File: config.mk
export PLATFORM = sky130hd
export DESIGN_NAME = trigger_out_collector
export DESIGN_NICKNAME = d
export VERILOG_FILES = /design/src/rtl/ok_ep_pkg.sv /design/src/rtl/event_popcount.sv /design/src/rtl/trigger_out_collector.sv
export SDC_FILE = /design/constraint.sdc
export NUM_CORES = 1
export LEC_CHECK = 0
export ABC_AREA = 1
export CORE_ASPECT_RATIO = 1.2
export CORE_UTILIZATION = 49
export DETAILED_ROUTE_END_ITERATION = 16
export PLACE_DENSITY_LB_ADDON = 0.15
export SLEW_MARGIN = 5
export SYNTH_ARGS = -nofsm -noshare
export SYNTH_HDL_FRONTEND = slang
export SYNTH_HIERARCHICAL = 1
export SYNTH_SLANG_ARGS = --single-unit
File: constraint.sdc
create_clock -name i_sys_clk -period 5.7 [get_ports i_sys_clk]
set_input_delay 1.425 -clock i_sys_clk [delete_from_list [all_inputs] [get_ports i_sys_clk]]
set_output_delay 1.425 -clock i_sys_clk [all_outputs]
set_load 0.02 [all_outputs]
File: src/rtl/ok_ep_pkg.sv
// Shared definitions for the trigger-out event path.
//  - TOC_* : state encodings of the trigger_out_collector FSM
//  - toc_state_t : FSM state type built on those encodings
//  - popcount_width() : bits needed to hold a popcount of n inputs
package ok_ep_pkg;

   localparam logic TOC_IDLE    = 1'b0;
   localparam logic TOC_PRESENT = 1'b1;

   typedef enum logic {
      ST_IDLE    = TOC_IDLE,
      ST_PRESENT = TOC_PRESENT
   } toc_state_t;

   function automatic int popcount_width(input int n);
      return $clog2(n + 1);
   endfunction

endpackage

File: src/rtl/event_popcount.sv
// Combinational population count of an event vector.
// Ports:
//  i_bits   in  N  event bits
//  o_count  out W  number of set bits in i_bits
module event_popcount
   import ok_ep_pkg::*;
#(
   parameter int N = 16,
   parameter int W = popcount_width(N)
) (
   input  logic [N-1:0] i_bits,
   output logic [W-1:0] o_count
);

   // Written as a linear sum; synthesis rebalances it into an adder tree.
   always_comb begin
      o_count = '0;
      for (int i = 0; i < N; i++) begin
         o_count = o_count + W'(i_bits[i]);
      end
   end

endmodule

File: src/rtl/trigger_out_collector.sv
// FPGA-to-host event collector. One-cycle event pulses are folded into sticky
// pending bits; a host rd_req moves pending (plus same-cycle events) into a
// snapshot that is held until snap_ack or until the timeout expires.
// Ports:
//  i_sys_clk       in   1         clock, rising edge
//  i_reset         in   1         synchronous, active-high
//  i_ev_in         in   N_EVENTS  event pulses
//  i_rd_req        in   1         snapshot request pulse
//  i_snap_ack      in   1         snapshot consumed pulse
//  i_clr_status    in   1         clear overrun / rd_drop / ack_timeout
//  o_snap_data     out  N_EVENTS  captured events, stable while o_snap_valid
//  o_snap_valid    out  1         snapshot being presented
//  o_pending       out  N_EVENTS  live pending bits
//  o_overrun       out  N_EVENTS  sticky: event on an already-pending bit
//  o_rd_drop       out  1         sticky: rd_req seen while presenting
//  o_ack_timeout   out  1         sticky: presentation ended by timeout
//  o_event_count   out  CNT_W     running total of accepted event bits
//
// state    | meaning
// ---------+-----------------------------------------------
// IDLE     | collecting events, waiting for rd_req
// PRESENT  | snapshot held for host, waiting for ack/timeout
module trigger_out_collector
   import ok_ep_pkg::*;
#(
   parameter int N_EVENTS = 16,
   parameter int CNT_W    = 16,
   parameter int TIMEOUT  = 1024
) (
   input  logic                i_sys_clk,
   input  logic                i_reset,
   input  logic [N_EVENTS-1:0] i_ev_in,
   input  logic                i_rd_req,
   input  logic                i_snap_ack,
   input  logic                i_clr_status,
   output logic [N_EVENTS-1:0] o_snap_data,
   output logic                o_snap_valid,
   output logic [N_EVENTS-1:0] o_pending,
   output logic [N_EVENTS-1:0] o_overrun,
   output logic                o_rd_drop,
   output logic                o_ack_timeout,
   output logic [CNT_W-1:0]    o_event_count
);

   localparam int POP_W = popcount_width(N_EVENTS);
   localparam int TMO_W = $clog2(TIMEOUT);

   toc_state_t          r_state;
   toc_state_t          w_state_nxt;
   logic [N_EVENTS-1:0] r_snap_data;
   logic                r_snap_valid;
   logic [N_EVENTS-1:0] r_pending;
   logic [N_EVENTS-1:0] r_overrun;
   logic                r_rd_drop;
   logic                r_ack_timeout;
   logic [CNT_W-1:0]    r_event_count;
   logic [TMO_W-1:0]    r_tmo;

   logic                w_capture;
   logic                w_tmo_exit;
   logic                w_drop;
   logic [POP_W-1:0]    w_pop;
   logic [N_EVENTS-1:0] w_ovr_set;

   event_popcount #(
      .N (N_EVENTS),
      .W (POP_W)
   ) u_popcount (
      .i_bits  (i_ev_in),
      .o_count (w_pop)
   );

   always_comb begin
      w_state_nxt = r_state;
      w_capture   = 1'b0;
      w_tmo_exit  = 1'b0;
      w_drop      = 1'b0;
      case (r_state)
         ST_IDLE: begin
            if (i_rd_req) begin
               w_capture   = 1'b1;
               w_state_nxt = ST_PRESENT;
            end
         end
         ST_PRESENT: begin
            w_drop = i_rd_req;
            // Ack has priority over an expiring timeout.
            if (i_snap_ack) begin
               w_state_nxt = ST_IDLE;
            end else if (r_tmo == TMO_W'(TIMEOUT - 1)) begin
               w_tmo_exit  = 1'b1;
               w_state_nxt = ST_IDLE;
            end
         end
         default: w_state_nxt = ST_IDLE;
      endcase
   end

   // Events in the capture cycle go straight into the snapshot, so they
   // never collide with pending and cannot raise an overrun.
   assign w_ovr_set = w_capture ? '0 : (i_ev_in & r_pending);

   always_ff @(posedge i_sys_clk) begin
      if (i_reset) begin
         r_state       <= ST_IDLE;
         r_snap_data   <= '0;
         r_snap_valid  <= 1'b0;
         r_pending     <= '0;
         r_overrun     <= '0;
         r_rd_drop     <= 1'b0;
         r_ack_timeout <= 1'b0;
         r_event_count <= '0;
         r_tmo         <= '0;
      end else begin
         r_state      <= w_state_nxt;
         r_snap_valid <= (w_state_nxt == ST_PRESENT);

         if (w_capture) begin
            r_snap_data <= r_pending | i_ev_in;
            r_pending   <= '0;
            r_tmo       <= '0;
         end else begin
            r_pending <= r_pending | i_ev_in;
            if (r_state == ST_PRESENT) begin
               r_tmo <= r_tmo + TMO_W'(1);
            end
         end

         // Sticky flags: a set in the same cycle beats the clear.
         r_overrun     <= (i_clr_status ? '0 : r_overrun) | w_ovr_set;
         r_rd_drop     <= (i_clr_status ? 1'b0 : r_rd_drop) | w_drop;
         r_ack_timeout <= (i_clr_status ? 1'b0 : r_ack_timeout) | w_tmo_exit;

         r_event_count <= r_event_count + CNT_W'(w_pop);
      end
   end

   assign o_snap_data   = r_snap_data;
   assign o_snap_valid  = r_snap_valid;
   assign o_pending     = r_pending;
   assign o_overrun     = r_overrun;
   assign o_rd_drop     = r_rd_drop;
   assign o_ack_timeout = r_ack_timeout;
   assign o_event_count = r_event_count;

endmodule
==> flow_metrics.env, run 1 <==
export IMPL_status="complete, no violations"
export IMPL_hp_start="o_rd_drop$_SDFF_PP0_"
export IMPL_drt_total_wl_um=9310
export IMPL_yosys_area_top_type_share_pct=43.3
export IMPL_p_leak_nw=2.10
export IMPL_r2r_slack_ns=4.05
export IMPL_fillerInstances=549
export IMPL_netlist_area_um2=3560
export IMPL_cp_num_cells=18
export IMPL_hold_buffers=0
export IMPL_syn_mean_instance_area_um2=8.19
export IMPL_holdPathStages=2
export IMPL_placedInstanceArea_um2=4560
export IMPL_grt_pass1_vias=3347
export IMPL_dr_total_vias=3291
export IMPL_worst_endpoint_required_ns=5.99
export IMPL_max_cap_violations=0
export IMPL_drt_pass1_iter_count=5
export IMPL_drtIter0Drc=98
export IMPL_final_instance_count_excl_fill=629
export IMPL_via_per_inst=5.23
export IMPL_clk_pin_slew_ns=0.08
export IMPL_initial_core_util_pct=51.4
export IMPL_grt_max_degree=34
export IMPL_clock_root_buffer="clkbuf_8"
export IMPL_routedWlPerCell_um=14.8
export IMPL_rsz0062_at_grt="no"
export IMPL_peakVddDrop_v=0.000239
export IMPL_antenna_cells=0
export IMPL_synth_area_leaders="dfxtp_1 43%, nand2_1 7.5%, nor2_1 7.4%"
export IMPL_finalInstanceArea_um2=4920
export IMPL_nets=580
export IMPL_h_tree_depth=3
export IMPL_ys_types=32
export IMPL_mostFrequentLayoutCells="81 x clkdlybuf4s50_1, 77 x dfxtp_1, 70 x nor2_1, 70 x nand2_1, 47 x inv_1"
export IMPL_worstHoldEndpoint="o_rd_drop$_SDFF_PP0_"
export IMPL_fin_crit_sh_pct=95.2
export IMPL_drive_gt1_share_pct=12.9
export IMPL_antenna_found_initial=0
export IMPL_hold_class="flip-flop to flip-flop"
export IMPL_worstPathArrival_ns=5.72
export IMPL_synth_top_area_cell="dfxtp_1"
export IMPL_track_usage_pct=25.9
export IMPL_fin_crit_ns=5.43
export IMPL_fin_skew_ns=0.00645
export IMPL_worst_pin_slew_ns=0.916
export IMPL_place_inst=611
export IMPL_path_cells="clkdlybuf4s50_1 > ha_1 > inv_1 > fa_1 > fa_1 > fa_1 > fa_2 > fa_2 > inv_2 > fa_2 > nand2_1 > inv_1 > nand2_1 > nand2_2 > buf_4 > nand2_1 > nand2_1 > nor2_1"
export IMPL_io_pins=88
export IMPL_setup_violations_final=0
export IMPL_startpoint_type="primary input"
export IMPL_clk_latency_ns=0.35
export IMPL_critPathMaxStageDelay_ns=0.55
export IMPL_crit_top_cell="nand2_1"
export IMPL_yosys_warnings=6
export IMPL_ys_ff_latch=77
export IMPL_crit_type="primary input to flip-flop"
export IMPL_die_x_um=79.8
export IMPL_crit_buf_inv=5
export IMPL_hold_viol_final=0
export IMPL_reg2reg_from="o_event_count[0]$_SDFF_PP0_"
export IMPL_coreArea_um2=6940
export IMPL_gp_congestion=0.866
export IMPL_crit_path_end_kind="flip-flop"
export IMPL_cts_path_max_buffers=2
export IMPL_gr_total_overflow=0
export IMPL_die_area_um2=7620
export IMPL_finalSetupTns_ns=0
export IMPL_rr_endpoint="o_event_count[4]$_SDFF_PP0_"
export IMPL_maxSlewViolCount=0
export IMPL_rows=33
export IMPL_crit_family="adder cells"
export IMPL_grt_pass1_wl_um=15000
export IMPL_post_dp_hpwl_um=6420
export IMPL_synthesis_nets=478
export IMPL_syn_inst=435
export IMPL_drc=0
export IMPL_ff2ff_path_depth=10
export IMPL_die_h_um=95.4
export IMPL_cp_max_fo=3
export IMPL_regArea_um2=1540
export IMPL_fmax_mhz=184
export IMPL_final_common_cell="clkdlybuf4s50_1"
export IMPL_ant_nets=0
export IMPL_synth_seq_area_share_pct=43.3
export IMPL_slew_headroom_pct=38.9
export IMPL_worst_hold_slack_ns=0.472
export IMPL_cts_tree="yes"
export IMPL_multi_input_area_um2=1820
export IMPL_cts_buffers=9
export IMPL_slowest_stage="fa_2"
export IMPL_p_per_area_nw_per_um2=376
export IMPL_cts_sinks=77
export IMPL_io_buffers=87
export IMPL_area_delta_synth_final_pct=38.0
[layout make-up]
cell class                 instances  area share (%)
clock inverter                     6            2.26
tap                               87            2.21
inverter                          52            4.17
timing repair buffer             103            20.5
clock buffer                      10            2.60
multi-input combinational        294            36.9
sequential                        77            31.3
[routing by layer]
metal	track usage (%)	wire [um]	up-vias
met4	11.9	179	0
met3	7.94	483	22
met2	48.0	5100	90
met1	26.3	3540	1564
li1	-	-	1615
met5	0	0	-
[Yosys cell counts (all sizes together)]
cell type,n
a31oi,2
nand3b,1
a21oi,37
clkbuf,4
a32oi,13
nand3,23
inv,51
clkinv,1
xnor2,1
fa,11
dfxtp,77
nand4,3
o21ai,23
buf,8
nor3,6
a21boi,1
nor2,83
and2,2
nand2,77
ha,11
[what timing repair did]
item | 4_1_cts | 5_1_grt
setup buffers | 0 | 2
setup endpoints to repair | 12 | 13
pin swaps | 4 | 14
gates resized for setup | 6 | 18
[how the worst max path moves through the flow]
stage                           from                            to  slack, ns
final                     i_ev_in[0]   o_event_count[4]$_SDFF_PP0_       0.27
after global routing      i_ev_in[0]   o_event_count[4]$_SDFF_PP0_       0.10
after detailed placement  i_ev_in[2]   o_event_count[7]$_SDFF_PP0_      -0.51
after CTS                 i_ev_in[3]   o_event_count[5]$_SDFF_PP0_       0.03
after floorplan           i_ev_in[2]  o_event_count[15]$_SDFF_PP0_       0.31
after global placement    i_ev_in[2]   o_event_count[5]$_SDFF_PP0_      -0.39
[per-stage QoR]
step,utilization (%),power [mW],worst slack (ns)
floorplan,-,1.00,0.313
global placement,65.8,1.23,-0.390
detailed placement,65.8,1.25,-0.512
CTS,69.5,1.75,0.0324
global route,70.9,1.97,0.102
finish,70.9,1.85,0.274
[registers in the layout (all words and copies together) (netlist names)]
| name | cells |
|---|---|
| r_tmo | 10 |
| o_snap_valid | 1 |
| o_overrun | 16 |
| o_rd_drop | 1 |
| o_event_count | 16 |
| o_snap_data | 16 |
| o_ack_timeout | 1 |
| o_pending | 16 |
[power breakdown]
group / leakage (nW) / internal, mW / switching (mW)
combinational: 1.35 / 0.346 / 0.390
sequential: 0.630 / 0.578 / 0.0363
clock: 0.116 / 0.291 / 0.206
total: 2.10 / 1.22 / 0.632
[cells by family after synthesis]
logic type	after synthesis	share of synthesized area [%]
compound gates	76	12.2
xor+xnor	1	0.246
fa+ha+maj	22	10.0
buf+inv	64	8.15
flops	77	43.3
simple gates	195	26.1
[worst min-delay path: cells and delay by family (launching register included)]
| kind | cells | cell delay [ns] |
|---|---|---|
| flops | 1 | 0.31 |
| compound gates | 1 | 0.05 |
| simple gates | 1 | 0.06 |
Power figures use the tool's default switching activity.
==> run 2: changes to the inputs <==
--- a/config.mk
+++ b/config.mk
@@ -5,11 +5,11 @@
 export SDC_FILE = /design/constraint.sdc
 export NUM_CORES = 1
 export LEC_CHECK = 0
-export ABC_AREA = 1
 export CORE_ASPECT_RATIO = 1.2
-export CORE_UTILIZATION = 49
+export CORE_UTILIZATION = 48
 export DETAILED_ROUTE_END_ITERATION = 16
 export PLACE_DENSITY_LB_ADDON = 0.15
+export SETUP_SLACK_MARGIN = 0.4
 export SLEW_MARGIN = 5
 export SYNTH_ARGS = -nofsm -noshare
 export SYNTH_HDL_FRONTEND = slang
==> run 2 against run 1 <==
Net effect:
- non-clock buffer count rose by 11
- final cell count fell by 15%
- critical path type unchanged
- sequential power fell by 0.7%
- design area fell by 6.1%
- critical path depth fell by 2
- first-iteration DRC count rose by 7.1%
- area after synthesis fell by 9.6%
- clock skew rose by 0.0063 ns
- synthesized cell count fell by 23%
- routed wire length fell by 19%
- sequential share of layout area rose by 2.0 points
- global-route usage fell by 2.6 points
==> flow_metrics.env, run 2 <==
export IMPL_ff2ff_path_depth=3
export IMPL_synth_commonest_cells="77 x dfxtp_1, 64 x nor2_1, 25 x inv_1, 18 x a211oi_1, 16 x a32o_1"
export IMPL_maxSlewViolCount=0
export IMPL_clk_pin_slew_ns=0.08
export IMPL_area_delta_synth_final_pct=43.4
export IMPL_crit_path_end_kind="flip-flop"
export IMPL_die_x_um=76.8
export IMPL_synthesis_nets=376
export IMPL_ys_ff_latch=77
export IMPL_r2r_slack_ns=3.37
export IMPL_cp_max_fo=6
export IMPL_rr_endpoint="r_tmo[2]$_SDFFE_PP0P_"
export IMPL_dr_total_vias=2821
export IMPL_routedWlPerCell_um=14.2
export IMPL_drt_pass1_iter_count=4
export IMPL_synth_edf_count=0
export IMPL_worst_hold_slack_ns=0.470
export IMPL_pre_cts_slack_ns=-0.712
export IMPL_netlist_area_um2=3220
export IMPL_grt_pass1_wl_um=12800
export IMPL_p_leak_nw=1.79
export IMPL_hold_buffers=0
export IMPL_cts_buffers=9
export IMPL_yosysMostFrequentCell="dfxtp_1"
export IMPL_synth_area_leaders="dfxtp_1 48%, nor2_1 7.5%, fa_1 6.8%"
export IMPL_cts_tree="yes"
export IMPL_cts_sinks=77
export IMPL_p_per_area_nw_per_um2=383
export IMPL_fin_skew_ns=0.0127
export IMPL_crit_start="i_ev_in[11]"
export IMPL_rsz0062_at_grt="yes"
export IMPL_ys_types=38
export IMPL_finalSetupTns_ns=0
export IMPL_p_sw_mw=0.577
export IMPL_coreArea_um2=6450
export IMPL_ant_nets=0
export IMPL_clk_latency_ns=0.34
export IMPL_drc=0
export IMPL_power_share_sequential_pct=34.4
export IMPL_via_per_inst=5.30
export IMPL_drtIter0Drc=105
export IMPL_syn_mean_instance_area_um2=9.67
export IMPL_final_common_cell="clkdlybuf4s50_1"
export IMPL_antenna_cells=0
export IMPL_fin_crit_sh_pct=96.8
export IMPL_fmax_mhz=181
export IMPL_worst_slack_ns=0.183
export IMPL_die_h_um=91.7
export IMPL_gr_total_overflow=0
export IMPL_worst_endpoint_required_ns=5.91
export IMPL_startpoint_type="primary input"
export IMPL_synth_top_area_cell="dfxtp_1"
export IMPL_io_pins=88
export IMPL_status="complete, no violations"
export IMPL_track_usage_pct=23.3
export IMPL_nets=486
export IMPL_async_flop_share_pct=0
export IMPL_hold_class="flip-flop to flip-flop"
export IMPL_die_area_um2=7040
export IMPL_worst_pin_slew_ns=1.07
export IMPL_cts_path_max_buffers=2
export IMPL_clock_root_buffer="clkbuf_8"
export IMPL_crit_type="primary input to flip-flop"
export IMPL_yosys_area_top_type_share_pct=47.9
export IMPL_setup_violations_final=0
export IMPL_max_cap_violations=0
export IMPL_grt_max_degree=38
export IMPL_gp_congestion=0.797
export IMPL_fin_crit_ns=5.52
export IMPL_intPower_mw=1.19
export IMPL_reg2reg_from="o_snap_valid$_SDFF_PP0_"
export IMPL_synth_main_ff_cell="dfxtp_1"
export IMPL_io_buffers=87
export IMPL_slew_headroom_pct=28.4
export IMPL_post_dp_hpwl_um=5260
export IMPL_peakVddDrop_v=0.000201
export IMPL_mostFrequentLayoutCells="79 x clkdlybuf4s50_1, 77 x dfxtp_1, 64 x nor2_1"
export IMPL_drive_gt1_share_pct=14.5
export IMPL_initial_core_util_pct=50.0
export IMPL_worstPathArrival_ns=5.73
export IMPL_combPwrFrac_pct=40.7
export IMPL_drt_total_wl_um=7570
export IMPL_h_tree_depth=3
export IMPL_grt_pass1_vias=2737
export IMPL_clock_power_share_pct=24.9
export IMPL_antenna_found_initial=0
export IMPL_hold_viol_final=0
export IMPL_p_sw_share_pct=32.6
export IMPL_yosys_warnings=6
export IMPL_power_mw=1.77
export IMPL_crit_end="o_event_count[5]$_SDFF_PP0_"
export IMPL_synth_seq_area_share_pct=47.9
export IMPL_rows=32
export IMPL_syn_inst=333
==> run 2: cell count changes after synthesis, moves of 6 or more <==
cell      change
xnor2_1       +7
a32oi_1      -12
nor2_4       -12
a211oi_1     +18
nand2_1      -62
nor2_1        -6
a21oi_1      -24
inv_1        -23
a32o_1       +16
nand3_1      -18
or3_1         +7
o21ai_0      -14
==> run 2: final cells by class <==
class	count	area, um2
Inverter	25	98.8
Timing Repair Buffer	114	1060
Sequential cell	77	1540
Clock inverter	6	86.3
Clock buffer	9	124
Multi-Input combinational cell	216	1610
Fill cell	499	1830
Tap cell	85	106
==> run 2: cells by family (layout without fill, tap and decap cells) <==
family,count (synthesis),count (layout),synth area share (%)
compound gates,68,69,16.0
xor+xnor,13,13,3.54
fa+ha+maj,22,22,11.1
buf+inv,41,154,5.21
flops,77,77,47.9
mux,1,1,0.311
simple gates,111,111,15.9
==> run 2: worst min path at each step <==
stage               slack [ns]  cells after the start                        to                      from
detailed placement        0.45                      1   o_overrun[2]$_SDFF_PP0_   o_overrun[2]$_SDFF_PP0_
global placement          0.44                      1   o_overrun[4]$_SDFF_PP0_   o_overrun[4]$_SDFF_PP0_
floorplan                 0.48                      2     r_tmo[9]$_SDFFE_PP0P_     r_tmo[9]$_SDFFE_PP0P_
CTS                       0.47                      1   o_overrun[2]$_SDFF_PP0_   o_overrun[2]$_SDFF_PP0_
finish                    0.47                      1  o_overrun[11]$_SDFF_PP0_  o_overrun[11]$_SDFF_PP0_
global route              0.49                      1   o_overrun[2]$_SDFF_PP0_   o_overrun[2]$_SDFF_PP0_
==> run 2: through the flow <==
stage,cell area (um2),utilization (%),std cells
floorplan,3260,-,333
global placement,4360,67.6,514
detailed placement,4360,67.6,514
CTS,4610,71.5,531
global route,4620,71.7,532
finish,4620,71.7,532
==> run 2: critical path, cell delays in order <==
cell,delay [ns]
buf_6,0.10
fa_1,0.55
inv_2,0.05
fa_1,0.55
fa_1,0.43
fa_1,0.46
fa_2,0.37
fa_2,0.36
nor2b_1,0.13
o21a_1,0.16
ha_4,0.22
and3_4,0.18
a2111oi_4,0.34
buf_4,0.20
xor2_1,0.14
nor2_1,0.05
==> run 2: repair_timing <==
action | CTS | global route
setup endpoints to repair | 15 | 13
pin swaps | 20 | 8
gates resized for setup | 36 | 1
cloned | 2 | 0
setup buffers | 0 | 1
==> run 2: power by group through the flow <==
stage	Clock (mW)	Sequential, mW	Combinational, mW
finish	0.440	0.610	0.721
detailed placement	0	0.620	0.654
floorplan	0	0.660	0.370
CTS	0.453	0.610	0.706
global placement	0	0.620	0.637
global route	0.473	0.616	0.791
==> run 2: layer usage <==
| metal | wire length (um) | vias up | GRT usage, % | share of wire, % |
|---|---|---|---|---|
| met5 | 0 | - | 0 | 0 |
| met4 | 79 | 0 | 8.49 | 1.0 |
| met3 | 452 | 6 | 5.97 | 6.0 |
| met2 | 3790 | 99 | 40.8 | 50 |
| met1 | 3250 | 1332 | 27.1 | 43 |
| li1 | - | 1384 | - | - |
==> run 3: changes to the inputs <==
--- a/config.mk
+++ b/config.mk
@@ -6,11 +6,10 @@
 export NUM_CORES = 1
 export LEC_CHECK = 0
 export CORE_ASPECT_RATIO = 1.2
-export CORE_UTILIZATION = 48
+export CORE_UTILIZATION = 43
 export DETAILED_ROUTE_END_ITERATION = 16
 export PLACE_DENSITY_LB_ADDON = 0.15
 export SETUP_SLACK_MARGIN = 0.4
-export SLEW_MARGIN = 5
 export SYNTH_ARGS = -nofsm -noshare
 export SYNTH_HDL_FRONTEND = slang
 export SYNTH_HIERARCHICAL = 1
==> constraint.sdc (replaced) <==
create_clock -name i_sys_clk -period 4.5 [get_ports i_sys_clk]
set_input_delay 1.125 -clock i_sys_clk [delete_from_list [all_inputs] [get_ports i_sys_clk]]
set_output_delay 1.125 -clock i_sys_clk [all_outputs]
set_load 0.02 [all_outputs]
==> run 3 against run 2 <==
Net effect:
- the run now ends with setup timing left
- total power grew 34%
- count of clock-buffer cells in the layout rose by 2
- setup slack worse by 0.94 ns
- via count down 0.39%
- largest power group unchanged
- combinational power is 44% higher
- final cell count is 1.9% higher
- global-route usage is 2.4 points lower
==> flow_metrics.env, run 3 (synthesized netlist as in run 2, its figures left out) <==
export IMPL_worst_slack_ns=-0.753
export IMPL_via_per_inst=5.18
export IMPL_reg2reg_from="o_snap_valid$_SDFF_PP0_"
export IMPL_slew_headroom_pct=35.3
export IMPL_fmax_mhz=190
export IMPL_crit_start="i_ev_in[9]"
export IMPL_gr_total_overflow=0
export IMPL_regArea_um2=1540
export IMPL_crit_end="o_event_count[13]$_SDFF_PP0_"
export IMPL_routedWlPerCell_um=14.1
export IMPL_p_per_area_nw_per_um2=505
export IMPL_cts_buffers=9
export IMPL_cts_path_max_buffers=2
export IMPL_final_common_cell="clkdlybuf4s50_1"
export IMPL_h_tree_depth=3
export IMPL_grt_max_degree=27
export IMPL_clk_pin_slew_ns=0.08
export IMPL_antenna_cells=0
export IMPL_fin_crit_sh_pct=117
export IMPL_drc=0
export IMPL_pre_cts_slack_ns=-1.58
export IMPL_path_cells="buf_8 > fa_1 > inv_2 > fa_1 > fa_1 > fa_1 > fa_2 > fa_2 > xnor2_1 > ha_1 > and3_4 > a2111oi_4 > buf_4 > or4b_1 > a21oi_1"
export IMPL_io_pins=88
export IMPL_drt_total_wl_um=7640
export IMPL_fin_skew_ns=0.0101
export IMPL_io_buffers=87
export IMPL_worst_pin_slew_ns=0.970
export IMPL_cp_max_fo=6
export IMPL_rr_endpoint="r_tmo[7]$_SDFFE_PP0P_"
export IMPL_rsz0062_at_grt="yes"
export IMPL_worstPathArrival_ns=5.54
export IMPL_violations="setup timing"
export IMPL_die_x_um=81
export IMPL_rows=34
export IMPL_crit_type="primary input to flip-flop"
export IMPL_max_cap_violations=0
export IMPL_critPathMaxStageDelay_ns=0.55
export IMPL_ant_nets=0
export IMPL_nets=490
export IMPL_hold_class="flip-flop to flip-flop"
export IMPL_clk_latency_ns=0.35
export IMPL_p_leak_nw=1.82
export IMPL_cts_tree="yes"
export IMPL_drive_gt1_share_pct=16.4
export IMPL_worst_hold_slack_ns=0.472
export IMPL_die_area_um2=7840
export IMPL_grt_pass1_wl_um=12600
export IMPL_grt_pass1_vias=2712
export IMPL_post_dp_hpwl_um=5450
export IMPL_cp_num_cells=15
export IMPL_dr_total_vias=2810
export IMPL_r2r_slack_ns=2.39
export IMPL_maxSlewViolCount=0
export IMPL_crit_family="adder cells"
export IMPL_antenna_found_initial=0
export IMPL_worst_endpoint_required_ns=4.78
export IMPL_crit_top_cell="fa_1"
export IMPL_area_delta_synth_final_pct=45.5
export IMPL_cts_sinks=77
export IMPL_slowest_stage="fa_1"
export IMPL_crit_path_end_kind="flip-flop"
export IMPL_drt_pass1_iter_count=4
export IMPL_ff2ff_path_depth=3
export IMPL_hp_start="o_overrun[6]$_SDFF_PP0_"
export IMPL_coreArea_um2=7230
export IMPL_initial_core_util_pct=44.5
export IMPL_hold_viol_final=0
export IMPL_clock_root_buffer="clkbuf_8"
export IMPL_multi_input_area_um2=1640
export IMPL_crit_buf_inv=3
export IMPL_fillerInstances=633
export IMPL_die_h_um=96.8
export IMPL_finalSetupTns_ns=-9.05
export IMPL_peakVddDrop_v=0.000293
export IMPL_fin_crit_ns=5.25
export IMPL_power_mw=2.37
export IMPL_track_usage_pct=20.9
export IMPL_postLayoutCoreUtil_pct=64.8
export IMPL_drtIter0Drc=97
export IMPL_startpoint_type="primary input"
export IMPL_setup_violations_final=15
export IMPL_mostFrequentLayoutCells="79 x clkdlybuf4s50_1, 77 x dfxtp_1, 64 x nor2_1"
export IMPL_status="finished with violations"
export IMPL_gp_congestion=0.786
run 3: cell types whose count changed in the layout (fill, tap and decap cells not counted), sizes merged:
cell | previous run | this run
inv | 26 | 25
clkinvlp | 1 | 0
buf | 32 | 37
clkinv | 2 | 3
clkbuf | 9 | 11
clkdlybuf4s15 | 1 | 0
run 3: final cells by class:
type | instances | share of cell area (%)
clock buffer | 11 | 2.80
clock inverter | 5 | 1.60
inverter | 25 | 2.11
multi-input combinational | 216 | 34.9
sequential | 77 | 32.9
tap | 90 | 2.40
timing repair buffer | 118 | 23.3
run 3: where the power goes:
| group | internal [mW] | switching (mW) | total, mW | leakage, nW |
|---|---|---|---|---|
| Sequential | 0.733 | 0.0427 | 0.776 | 0.630 |
| Clock | 0.310 | 0.241 | 0.551 | 0.107 |
| Combinational | 0.552 | 0.489 | 1.04 | 1.08 |
| Total | 1.60 | 0.773 | 2.37 | 1.82 |
run 3: per-layer routing:
layer | track usage [%] | part of all wire, %
met1 | 24.9 | 42
met2 | 34.7 | 50
met3 | 5.28 | 6.1
met4 | 8.93 | 2.0
met5 | 0 | 0
run 3: worst min-delay path by stage:
stage          cells past startpoint                       end
5_1_grt                            1  o_overrun[11]$_SDFF_PP0_
2_1_floorplan                      2     r_tmo[9]$_SDFFE_PP0P_
4_1_cts                            1   o_overrun[6]$_SDFF_PP0_
6_report                           1   o_overrun[6]$_SDFF_PP0_
3_3_place_gp                       1   o_overrun[6]$_SDFF_PP0_
3_5_place_dp                       1   o_overrun[6]$_SDFF_PP0_
run 3: repair_timing:
action	in CTS	in global routing
pin swaps	28	17
cloned	2	0
endpoints found under the hold margin	0	0
hold buffers	0	0
setup endpoints to repair	16	16
resized for setup	43	6
buffers inserted	2	0
run 3: stage by stage:
| stage | cells | area, um2 |
|---|---|---|
| 6_report | 542 | 4690 |
| 3_5_place_dp | 522 | 4380 |
| 5_1_grt | 542 | 4690 |
| 3_3_place_gp | 522 | 4380 |
| 4_1_cts | 542 | 4670 |
| 2_1_floorplan | 333 | 3260 |
run 3: worst reg2reg max path: stages, from the launching register on:
cell and delay [ns]:
dfxtp_1 0.43, nor2b_2 0.57, or2_1 0.84, nor2_1 0.13
